<file path="src/rtl/led_sequencer_pkg.sv">
// ============================================================================
// Module      : led_sequencer_pkg
// Description : Shared pattern-mode and bounce-direction types.
// Revision    : 1.0 - initial release
// ============================================================================
`default_nettype none

package led_sequencer_pkg;

    typedef enum logic [1:0] {
        MODE_COUNT  = 2'd0,
        MODE_CHASE  = 2'd1,
        MODE_BOUNCE = 2'd2,
        MODE_BLINK  = 2'd3
    } mode_t;

    typedef enum logic {
        DIR_LEFT  = 1'b0,
        DIR_RIGHT = 1'b1
    } dir_t;

endpackage

`default_nettype wire

</file>
<file path="src/rtl/led_sequencer_if.sv">
// ============================================================================
// Module      : led_sequencer_if
// Description : Control inputs and LED/TICK outputs of the LED sequencer.
// Revision    : 1.0 - initial release
// ============================================================================
`default_nettype none

interface led_sequencer_if #(
    parameter int WIDTH = 24,
    parameter int NLED  = 5
);
    import led_sequencer_pkg::*;

    logic             EN;
    mode_t            MODE;
    logic [WIDTH-1:0] DIV;
    logic [NLED-1:0]  LED;
    logic             TICK;

    modport master (output EN, MODE, DIV, input  LED, TICK);
    modport slave  (input  EN, MODE, DIV, output LED, TICK);

endinterface

`default_nettype wire

</file>
<file path="src/rtl/led_sequencer_tick_prescaler.sv">
// ============================================================================
// Module      : tick_prescaler
// Description : Programmable divider flagging WRAP every DIV+1 enabled cycles.
// Revision    : 1.0 - initial release
// ============================================================================
`default_nettype none

module tick_prescaler #(
    parameter int WIDTH = 24
) (
    input  wire logic             CLK,
    input  wire logic             RESETN,
    input  wire logic             EN,
    input  wire logic             CLR,
    input  wire logic [WIDTH-1:0] DIV,
    output logic                  WRAP
);

    logic [WIDTH-1:0] r_p;
    logic             w_at_term;

    // >= so that lowering DIV below the current phase wraps on the next edge
    assign w_at_term = (r_p >= DIV);
    assign WRAP      = EN & w_at_term;

    always_ff @(posedge CLK or negedge RESETN) begin
        if (!RESETN) begin
            r_p <= '0;
        end else if (CLR) begin
            r_p <= '0;
        end else if (EN) begin
            r_p <= w_at_term ? '0 : r_p + WIDTH'(1);
        end
    end

endmodule

`default_nettype wire

</file>
<file path="src/rtl/led_sequencer.sv">
// ============================================================================
// Module      : led_sequencer
// Description : Prescaled LED pattern engine (count, chase, bounce, blink).
// Revision    : 1.0 - initial release
// ============================================================================
`default_nettype none

module led_sequencer
    import led_sequencer_pkg::*;
#(
    parameter int WIDTH = 24,
    parameter int NLED  = 5
) (
    input  wire logic       CLK,
    input  wire logic       RESETN,
    led_sequencer_if.slave  bus
);

    localparam logic [NLED-1:0] c_LED_ONE = NLED'(1);

    mode_t           r_mode_q;
    dir_t            r_dir;
    logic [NLED-1:0] r_led;
    logic            r_tick;

    dir_t            w_dir_nxt;
    logic [NLED-1:0] w_led_nxt;
    logic [NLED-1:0] w_shift;
    logic            w_mode_change;
    logic            w_wrap;
    logic            w_onehot;

    assign w_mode_change = (bus.MODE != r_mode_q);
    assign w_onehot      = (r_led != '0) && ((r_led & (r_led - NLED'(1))) == '0);

    tick_prescaler #(.WIDTH(WIDTH)) u_prescaler (
        .CLK    (CLK),
        .RESETN (RESETN),
        .EN     (bus.EN),
        .CLR    (w_mode_change),
        .DIV    (bus.DIV),
        .WRAP   (w_wrap)
    );

    always_comb begin
        w_led_nxt = r_led;
        w_dir_nxt = r_dir;
        w_shift   = '0;
        if (w_mode_change) begin
            w_dir_nxt = DIR_LEFT;
            case (bus.MODE)
                MODE_CHASE, MODE_BOUNCE: w_led_nxt = c_LED_ONE;
                default:                 w_led_nxt = '0;
            endcase
        end else if (w_wrap) begin
            case (r_mode_q)
                MODE_COUNT: w_led_nxt = r_led + NLED'(1);
                MODE_CHASE: w_led_nxt = w_onehot ? {r_led[NLED-2:0], r_led[NLED-1]} : c_LED_ONE;
                MODE_BOUNCE: begin
                    if (!w_onehot) begin
                        w_led_nxt = c_LED_ONE;
                        w_dir_nxt = DIR_LEFT;
                    end else if (r_dir == DIR_LEFT) begin
                        w_shift   = r_led << 1;
                        w_led_nxt = w_shift;
                        if (w_shift[NLED-1]) w_dir_nxt = DIR_RIGHT;
                    end else begin
                        w_shift   = r_led >> 1;
                        w_led_nxt = w_shift;
                        if (w_shift[0]) w_dir_nxt = DIR_LEFT;
                    end
                end
                // Anything other than all-ones (including stray values) goes to all-ones
                default: w_led_nxt = (r_led == '1) ? '0 : '1;
            endcase
        end
    end

    always_ff @(posedge CLK or negedge RESETN) begin
        if (!RESETN) begin
            r_mode_q <= MODE_COUNT;
            r_dir    <= DIR_LEFT;
            r_led    <= '0;
            r_tick   <= 1'b0;
        end else begin
            r_mode_q <= bus.MODE;
            r_dir    <= w_dir_nxt;
            r_led    <= w_led_nxt;
            r_tick   <= w_wrap & ~w_mode_change;
        end
    end

    assign bus.LED  = r_led;
    assign bus.TICK = r_tick;

endmodule

`default_nettype wire

</file>
<file path="src/flat_wrapper.sv">
// flat-port wrapper written by rule: the top's interface ports become plain ports
module led_sequencer_flat import led_sequencer_pkg::*;
#(
    parameter int WIDTH = 24,
    parameter int NLED  = 5
)
  (CLK, RESETN, bus_EN, bus_MODE, bus_DIV, bus_LED, bus_TICK);
  led_sequencer_if #(.WIDTH(WIDTH), .NLED(NLED)) bus_i ();
  input  wire logic CLK;
  input  wire logic RESETN;
  input wire logic [$bits(bus_i.EN)-1:0] bus_EN;
  input wire logic [$bits(bus_i.MODE)-1:0] bus_MODE;
  input wire logic [$bits(bus_i.DIV)-1:0] bus_DIV;
  output wire logic [$bits(bus_i.LED)-1:0] bus_LED;
  output wire logic [$bits(bus_i.TICK)-1:0] bus_TICK;
  assign bus_i.EN = bus_EN;
  assign bus_i.MODE = bus_MODE;
  assign bus_i.DIV = bus_DIV;
  assign bus_LED = bus_i.LED;
  assign bus_TICK = bus_i.TICK;
  led_sequencer #(.WIDTH(WIDTH), .NLED(NLED)) u_core (.CLK(CLK), .RESETN(RESETN), .bus(bus_i));
endmodule
</file>
<file path="config.mk">
export PLATFORM = sky130hd
export DESIGN_NAME = led_sequencer_flat
export DESIGN_NICKNAME = d
export VERILOG_FILES = /design/src/rtl/led_sequencer_pkg.sv /design/src/rtl/led_sequencer_if.sv /design/src/rtl/led_sequencer_tick_prescaler.sv /design/src/rtl/led_sequencer.sv /design/src/flat_wrapper.sv
export SDC_FILE = /design/constraint.sdc
export NUM_CORES = 1
export LEC_CHECK = 0
export ABC_AREA = 1
export CORE_ASPECT_RATIO = 0.6
export CORE_UTILIZATION = 40
export CTS_CLUSTER_DIAMETER = 100
export DETAILED_ROUTE_END_ITERATION = 16
export PLACE_DENSITY = 0.68
export SLEW_MARGIN = 20
export SYNTH_ARGS = -nofsm -noshare
export SYNTH_HDL_FRONTEND = slang
export SYNTH_SLANG_ARGS = --single-unit
</file>
<file path="constraint.sdc">
create_clock -name CLK -period 2.2 [get_ports CLK]
set_clock_uncertainty 0.1 [all_clocks]
set_input_delay 0.44 -clock CLK [delete_from_list [all_inputs] [get_ports CLK]]
set_output_delay 0.44 -clock CLK [all_outputs]
set_load 0.02 [all_outputs]
</file>
-- Word level (Yosys, flattened, before mapping)
Index checks and enable logic that the tools add are counted.
- add/subtract/negate cells: 3
- $lt $le $gt $ge: 1
- equal/unequal tests: 6
- mux-type cells: 18
- bitwise logic cells: 4
- reduce and logical (&&, ||, !) cells: 9
- operators with widths (operator ; number):
    24-bit two-way mux ; 3
    5-bit two-way mux ; 6
    24-bit by 1-bit adder with 24-bit output, second input constant ; 1
    24-bit greater-or-equal comparator ; 1
    5-bit case mux with 3 select lines ; 1
    1-bit two-way mux ; 8
    2-bit nonzero test ; 3
    5-bit by 1-bit adder with 5-bit output, second input constant ; 1
    5-bit AND ; 1
    5-bit equality test, second input constant ; 1
    5-bit logical NOT ; 1
    5-bit nonzero test ; 1
    5-bit by 1-bit subtractor with 5-bit output, second input constant ; 1
    2-bit by 1-bit equality test with 1-bit output, second input constant ; 2
    2-bit equality test, second input constant ; 2
    1-bit AND ; 2
    2-bit logical NOT ; 1
    2-bit inequality test ; 1
    2-bit AND reduction ; 1
    2-bit OR reduction ; 1
    1-bit logical AND ; 1
    1-bit inverter ; 1
- bits in registers: 33
- output and inout port bits: 6

-- Depth between registers and ports, before layout
Gate-level depths: netlist of run 1.
- depth after elaboration: 8
- mapped depth: 15

-- Cells and area by module
Synthesis of run 1 repeated with hierarchy kept, for this count alone.
- cell total of the unflattened synthesis: 484
- area total of the unflattened synthesis: 3045.4 µm²
- by module, submodules not included (module ; instances ; cells an instance ; area an instance (µm²)):
    tick_prescaler ; 1 ; 375 ; 2306.0
    led_sequencer ; 1 ; 109 ; 739.5

-- Worst setup path after synthesis of run 1
No wires, ideal clock.
- path kind: input to register
- start point: input bus_DIV[23]
- end point: register u_core.r_led[0] (netlist: u_core.bus.LED[0])
- setup time: 119 ps
- data arrival time: 1708 ps
- path slack: 273 ps
- stages on the path: 11
- cells stage by stage: inv_1 > ha_1 > nand2_1 > nor2_1 > inv_1 > nor2_1 > nand2_1 > nand4_2 > nand2_1 > nand3_1 > nand2_1
- cells in the longest elaborated chain, start to end: 3
- ends and longest elaborated chain (item ; RTL line ; source):
    start, declared ; flat_wrapper.sv:13 ; input wire logic [$bits(bus_i.DIV)-1:0] bus_DIV;
    24-bit greater-or-equal comparator ; led_sequencer_tick_prescaler.sv:23 ; assign w_at_term = (r_p >= DIV);
    1-bit AND ; led_sequencer_tick_prescaler.sv:24 ; assign WRAP = EN & w_at_term;
    2-bit nonzero test (no line) ; n/a ;
    end signal, assigned ; led_sequencer.sv:88 ; r_led <= w_led_nxt;
    end, declared ; led_sequencer.sv:23 ; logic [NLED-1:0] r_led;
Every way passes these cells.
A chain may end at the register's enable or synchronous reset.

-- Worst setup path after layout of run 1
- start point: register u_core.u_prescaler.r_p[9]
- end point: register u_core.r_dir
- cells in the longest elaborated chain, start to end: 4
- ends and longest elaborated chain (item ; RTL line ; source):
    start, declared ; led_sequencer_tick_prescaler.sv:19 ; logic [WIDTH-1:0] r_p;
    start signal, assigned ; led_sequencer_tick_prescaler.sv:32 ; r_p <= w_at_term ? '0 : r_p + WIDTH'(1);
    24-bit greater-or-equal comparator ; led_sequencer_tick_prescaler.sv:23 ;
    1-bit AND ; led_sequencer_tick_prescaler.sv:24 ;
    2-bit nonzero test (no line) ; n/a ;
    2-bit AND reduction (no line) ; n/a ;
    end signal, assigned ; led_sequencer.sv:87 ; r_dir <= w_dir_nxt;
    end, declared ; led_sequencer.sv:22 ; dir_t r_dir;
Every way passes these cells.

==> results.md, run 1 <==
Power and ir drop:
- The worst voltage drop across the vdd grid is 258 µV.
- Total power for the finished layout comes to 1710 µW.
- The power density normalized to cell area is 415 nW/µm².
- The internal power of the cells totals 1240 µW.
- The part of the power in the clock network is 42.9%.
- In this run the power spent charging and discharging nets is 462 µW.
- Net switching is 27.1% of the power.
- Summed over all cells, the static leakage comes to 0.00226 µW.
- Registers are responsible for 37.4% of the overall power.
- Combinational cells account for 19.7% of the total power.

Floorplan:
- The number of ports placed on the die boundary is 35.
- After floorplanning, the core was sized to cover 6820 µm².
- The effective utilization at floorplan is 42.4%.
- The height of the chip is 67.8 µm.
- The total die area is 7580 µm².
- The number of core rows is 23.
- In this run the horizontal extent of the chip is 112 µm.

Logic synthesis:
- Yosys instantiated no cell more often than nand2_1.
- For this run, the leading register cell type out of synthesis is dfrtp_1.
- The gate count after technology mapping is 441.
- The count of flip-flops with a built-in enable after synthesis is 0.
- The mapped netlist covers 2890 µm².
- The average footprint of a synthesized cell is 6.55 µm².
- The count of yosys warnings during synthesis is 0.
- The async set-reset flop share out of synthesis is 100%.
- The commonest cells after synthesis are 170 x nand2_1, 69 x inv_1, 39 x nor2_1.
- The share of the yosys chip area belonging to registers is 28.6%.
- The share of synthesized area in the top cell type comes to 28.6%.
- The net count after synthesis is 498.
- By area the synthesized netlist is led by dfrtp_1 29%, nand2_1 22%, ha_1 12%, inv_1 9.0%, nor2_1 5.1%.
- Counting distinct cell types in the post-synthesis netlist gives 24.
- Counting flops and latches in the post-synthesis netlist gives 33.
- The post-synthesis cell type with the largest combined area is dfrtp_1.

Routing:
- In this run, the number of DRC markers left after iteration 0 of detailed routing was 243.
- The mean routed wirelength per cell is 13.4 µm.
- Once detail routing completed, the nets flagged for antenna violations numbered 0.
- The remaining design rule violation count is 2.
- The number of search-and-repair iterations in the first detailed-routing pass is 11.
- The routed design has 8000 µm of wire.
- The number of vias in the routed layout is 3047.
- The ratio of routed vias to standard cells is 5.12.

STA:
- The highest clock rate is 461 MHz.
- Headroom to the max-slew limit came out at 70.8%.
- The post-route worst setup slack is 0.0318 ns.
- The worst path uses 98.6% of the clock period.
- The total count of hold-check failures in the final report is 0.
- The worst hold-check slack is 0.468 ns.
- The final-layout setup total negative slack is 0 ns.
- The total of endpoints with negative setup slack in the final report is 0.
- The slew at the pin with the worst max-slew slack is 0.438 ns.
- The max-slew violation count was 0.
- The time the final worst path needs with I/O delays and setup is 2.17 ns.

Critical path:
- The launching point of the worst reg2reg path is u_core.u_prescaler.r_p[9].
- The type of the setup path with the least slack is reg2reg.
- STA puts the critical path data arrival time at 2.23 ns.
- The critical path startpoint category is a register.
- The most critical setup path has its startpoint at u_core.u_prescaler.r_p[9].
- The worst setup path is captured at a register.
- The critical-path maximum fanout is 8.
- The required time of the critical path is 2.26 ns.

Final layout:
- 0 antenna diodes ended up in the layout.
- The final net count is 564.
- The share of post-route cells with drive strength above 1 is 22.6%.
- The final core area utilization is 60.3%.
- The area growth from synthesis to layout is 42.3%.

Global routing:
- The via count of the first global-routing pass is 2649.
- Entering global routing, the biggest net connects 34 pins.
- In the global route stage, overall resource usage came out at 20.8%.
- The first-pass GRT wire length is 12200 µm.
- Summed over all layers, the global routing overflow is 0.
- The number of antenna violations at the first check in global routing came to 0.

Clock tree:
- The number of hold-repair buffers added at the cts stage is 0.
- The clock passes through at most 2 buffers.
- Clock latency on the worst-skew pair, taken at its later pin, is 0.28 ns.
- The H-tree was split into 2 levels.
- Clock tree synthesis found a total of 33 sinks.
- The number of buffers created by CTS is 5.
- The CTS clock-pin slew for the worst setup and hold paths is 0.06 ns.
- The TritonCTS clock tree is yes.
- The tree is rooted in a clkbuf_16.

Placement:
- Routability-driven placement finished with a final weighted congestion of 0.897.
- The post-detailed-placement half-perimeter wirelength is 5570 µm.
- OpenSTA, run right after detailed placement, puts the worst setup slack at -0.506 ns.
- The count of buffers from port buffering is 34.

Run:
- The tool flagged a number of max-cap violations equal to 0.

Hold path:
- The worst min-delay path class is in2async.

Run status:
- The final reports fail on design-rule violations.
- The run finished, with violations left.
metal layers:
metal / global-route usage (%) / routed length, µm / up-vias
met2: 32.2 / 3350 / 126
met3: 4.07 / 686 / 12
li1: - / - / 1507
met4: 3.89 / 78 / 0
met1: 30.3 / 3890 / 1402
met5: 0 / 0 / -
stage by stage:
stage	std cells	area, µm²
after CTS	592	3820
after detailed placement	581	3480
after global routing	595	4110
after floorplan	441	2890
final	595	4110
after global placement	581	3480
cell usage in the layout (no fill, tap or decap), types with 2 or more instances in the layout:
cell type,instances
dfrtp_1,33
o21bai_1,2
nand2_2,22
a21o_1,2
nand3_1,18
nor2_1,32
ha_4,15
inv_2,19
dlymetal6s2s_1,15
nor2_4,8
nor3_1,6
clkbuf_16,6
nand3b_1,2
nand2_1,144
ha_1,12
buf_4,25
clkdlybuf4s50_1,13
nand2_4,5
o21ai_0,9
clkbuf_8,2
inv_1,51
xnor2_1,11
dlygate4sd2_1,6
xor2_1,13
nor2_2,4
a21oi_1,11
nand4_1,11
power groups by stage:
stage          sequential (µW)  clock [µW]  combinational, µW
2_1_floorplan              647           0                153
3_3_place_gp               647           0                263
3_5_place_dp               648           0                271
4_1_cts                    638         737                295
5_1_grt                    640         763                373
6_report                   639         732                335
area by class of cell:
type,instances,area (µm²)
well taps,87,109
repair buffers,62,614
clock buffers,7,153
fillers,601,2710
inverters,70,263
clock inverters,1,5.00
multi-input cells,335,2140
flip-flops and latches,33,826
critical path: stages, from the launching register on:
cell     delay (ns)
dfrtp_1        0.45
ha_4           0.30
nand2_1        0.07
nor2_2         0.19
nand2_4        0.09
buf_4          0.14
nor2_2         0.11
nand2_2        0.08
nand4_4        0.17
buf_6          0.16
nand3_2        0.06
nand2_1        0.08
nand2_1        0.06
logic make-up (layout without fill, tap and decap cells):
family,count (synthesis),after routing,share of synthesized area [%]
AO/OA/AOI/OAI,27,27,5.15
XOR/XNOR,24,24,7.28
adder cells (fa/ha/maj),28,28,12.1
buffers and inverters,75,140,10.3
flip-flops,33,33,28.6
AND/OR/NAND/NOR,254,256,36.6
timing repair:
item,4_1_cts,5_1_grt
setup endpoints to repair,30,31
resized for setup,38,68
pin swaps,21,38
buffers inserted,2,1
gates cloned,1,2
state kept, by name, indices dropped and copies added (netlist names):
name,flops
u_core.bus.LED,5
u_core.bus.TICK,1
u_core.r_dir,1
u_core.r_mode_q,2
u_core.u_prescaler.r_p,24
path summary, 6_finish.rpt:
check,endpoint,slack (ns),cells after the start
worst max-delay path,u_core.r_dir,0.03,12
worst min-delay path,u_core.u_prescaler.r_p[23],0.47,2
worst max register to register,u_core.r_dir,0.03,12
worst min register to register,u_core.u_prescaler.r_p[23],0.48,2
max in group asynchronous,u_core.u_prescaler.r_p[13],1.21,2
min in group CLK,u_core.u_prescaler.r_p[23],0.48,2
Power figures use the tool's default switching activity.
==> inputs of run 2 (changes only) <==
--- a/config.mk
+++ b/config.mk
@@ -11,6 +11,7 @@
 export CTS_CLUSTER_DIAMETER = 100
 export DETAILED_ROUTE_END_ITERATION = 16
 export PLACE_DENSITY = 0.68
+export SKIP_LAST_GASP = 1
 export SLEW_MARGIN = 20
 export SYNTH_ARGS = -nofsm -noshare
 export SYNTH_HDL_FRONTEND = slang
==> constraint.sdc (replaced) <==
create_clock -name CLK -period 2.25 [get_ports CLK]
set_clock_uncertainty 0.1 [all_clocks]
set_input_delay 0.45 -clock CLK [delete_from_list [all_inputs] [get_ports CLK]]
set_output_delay 0.45 -clock CLK [all_outputs]
set_load 0.02 [all_outputs]
==> run 2 against run 1 <==
  * The flow still finishes with violations (design-rule violations)
  * Power decreased by 2.8%
  * Wire length decreased by 0.40%
  * Clock power decreased by 3.4%
  * Cell count decreased by 0.67%
  * Hold slack improved by 0.0029 ns
  * Register-to-register slack improved by 0.14 ns
  * Setup slack improved by 0.014 ns
  * Critical path type is now in2reg
  * Largest power group unchanged
==> results.md, run 2 (same netlist as run 1, synthesis figures left out) <==
Run status:
- The run finished, with violations left.
- The final reports fail on design-rule violations.

Placement:
- The placement-stage worst setup slack is -0.492 ns (+0.0143 ns).
- The post-detailed-placement half-perimeter wirelength is 5600 µm (+0.52%).
- The weighted congestion at the end of routability-driven global placement is 0.888 (-0.99%).
- The count of buffers from port buffering is 34 (unchanged).

Floorplan:
- The total die area is 7580 µm² (unchanged).
- The number of core rows is 23 (unchanged).
- The effective utilization at floorplan came to 42.4% (unchanged).
- The number of ports placed on the die boundary is 35 (unchanged).
- The overall die width is 112 µm (unchanged).
- The area of the core is 6820 µm² (unchanged).
- The height of the chip is 67.8 µm (unchanged).

Critical path:
- The launching point of the worst reg2reg path is u_core.u_prescaler.r_p[0].
- The critical-path maximum fanout is 5 (-3).
- The required time of the critical path came to 2.36 ns (+0.10 ns).
- The count of cells along the worst register-to-register path is 15 (+3).
- The critical path startpoint category is an input port.
- The capture instance of the worst register-to-register path is u_core.u_prescaler.r_p[15].
- The setup slack of the worst register-to-register path is 0.17 ns (+0.14 ns).
- The signal arrival time at the worst endpoint is 2.32 ns (+0.09 ns).
- STA classifies the critical path endpoint as a register.
- The type of the setup path with the least slack is in2reg.

Final layout:
- The number of flip-flops in the largest register came to 24 (unchanged).
- The most common library cell in the layout ignoring fill and taps is nand2_1.
- The share of post-route cells with drive strength above 1 came to 20.4% (-2.2 points).
- The area overhead of the layout relative to synthesis is 39.7%.
- The number of antenna cells inserted came to 0 (unchanged).
- The final net count came to 560 (-0.71%).
- In the layout the commonest cells are 149 x nand2_1, 54 x inv_1, 33 x dfrtp_1.
- Ranked by flip-flop count, first place goes to u_core.u_prescaler.r_p.

STA:
- Static timing analysis puts the maximum clock frequency at 454 MHz.
- The time the final worst path needs with I/O delays and setup is 2.20 ns.
- The total of endpoints with negative setup slack in the final report is 0 (unchanged).
- After layout, the worst path uses 98.0% of the clock period.
- The total count of hold-check failures in the final report is 0 (unchanged).
- The post-route worst setup slack is 0.0460 ns (+0.0141 ns).
- The max-slew violation count came to 0 (unchanged).
- The worst hold-check slack is 0.471 ns (+0.00293 ns).
- The final-layout setup total negative slack is 0 ns (unchanged).
- The remaining max-slew budget at the tightest pin is 71.2% (+0.41 points).
- The slew at the pin with the worst max-slew slack is 0.432 ns (-0.00611 ns).

Routing:
- The mean routed wirelength per cell is 13.5 µm (+0.27%).
- The number of DRC violations after detailed-routing iteration 0 is 232 (-4.5%).
- The ratio of routed vias to standard cells came to 5.07 (-0.94%).
- The number of vias in the routed layout came to 2998 (-1.6%).
- The remaining design rule violation count was 2 (unchanged).
- The number of search-and-repair iterations in the first detailed-routing pass is 10 (-1).
- The post-route antenna net violation count is 0 (unchanged).
- The total detailed-routing wirelength is 7970 µm (-0.40%).

Global routing:
- The first-pass GRT wire length is 12200 µm (-0.45%).
- The number of antenna violations at the first check in global routing is 0 (unchanged).
- The total global routing track utilization is 20.5% (-0.30 points).
- The maximum number of pins on one net before global-route repair is 34 (unchanged).
- The leftover overflow at the end of global routing was 0 (unchanged).
- The via count of the first global-routing pass is 2617 (-1.2%).

Clock tree:
- The clock tree root driver cell is clkbuf_16.
- The number of hold-repair buffers added at the cts stage is 0 (unchanged).
- The maximum level of the CTS H-tree is 2 (unchanged).
- The clock latency on the worst-skew pair is 0.27 ns (about the same).
- The CTS clock-pin slew for the worst setup and hold paths is 0.06 ns (about the same).
- The number of sinks driven by the clock tree is 33 (unchanged).
- The maximum buffer depth of the clock tree was 2 (unchanged).
- The number of buffers created by CTS is 5 (unchanged).
- The TritonCTS clock tree is yes.

Hold path:
- The tightest min-delay check is of the in2async type.

Power and ir drop:
- The leakage power came to 0.00221 µW (-2.4%).
- The power density normalized to cell area is 411 nW/µm² (-0.92%).
- The worst voltage drop across the vdd grid is 396 µV (+53%).

Run:
- The reported max-cap violation count was 0 (unchanged).
-- run 2: through the flow --
| stage | area, µm² | total power [µW] | util (%) | cells |
|---|---|---|---|---|
| after CTS | 3670 | 1620 | 53.9 | 588 |
| after detailed placement | 3430 | 893 | 50.3 | 574 |
| after floorplan | 2890 | 783 | - | 441 |
| after global placement | 3430 | 885 | 50.3 | 574 |
| after global routing | 4040 | 1730 | 59.2 | 591 |
| final | 4040 | 1660 | 59.2 | 591 |
-- run 2: how the worst max path moves through the flow --
stage	endpoint	depth (start not counted)	start
3_3_place_gp	u_core.u_prescaler.r_p[6]	11	bus_DIV[7]
6_report	u_core.u_prescaler.r_p[15]	13	bus_DIV[6]
5_1_grt	u_core.u_prescaler.r_p[13]	13	bus_DIV[5]
2_1_floorplan	u_core.bus.LED[0]	11	bus_DIV[23]
3_5_place_dp	u_core.u_prescaler.r_p[14]	14	bus_DIV[3]
4_1_cts	u_core.u_prescaler.r_p[14]	15	bus_DIV[3]
-- run 2: per-layer routing --
layer / routed length (µm) / track usage [%] / vias up
met2: 3350 / 31.2 / 125
met3: 689 / 4.34 / 4
met4: 39 / 2.03 / 0
met1: 3890 / 30.7 / 1374
li1: - / - / 1495
met5: 0 / 0 / -
-- run 2: report_power, final --
group	switching, µW	leakage, µW	internal, µW
clock network	239	0.0000799	468
registers	20.4	0.000454	604
logic	179	0.00167	149
-- run 2: repair_timing --
action                                  4_1_cts  5_1_grt
pin swaps                                     5       38
buffers inserted                              5        2
endpoints found under the hold margin         0        0
cloned                                        1        1
endpoints found under the setup margin       29       31
resized for setup                             7       81
-- run 2: cell type report --
cell class              instances  area (µm²)
fillers                       606        2790
multi-input cells             334        2080
flip-flops and latches         33         826
repair buffers                 59         597
inverters                      70         263
clock buffers                   7         153
well taps                      87         109
clock inverters                 1        5.00
-- run 2: critical path, stage by stage --
cell	delay, ns
clkdlybuf4s50_1	0.45
inv_1	0.04
ha_1	0.29
nand2_2	0.08
a21oi_1	0.05
nor2_2	0.12
nand2_2	0.08
nand2_2	0.09
nand4_4	0.18
nor2_4	0.20
clkbuf_16	0.18
nand2_1	0.05
nand2_1	0.05
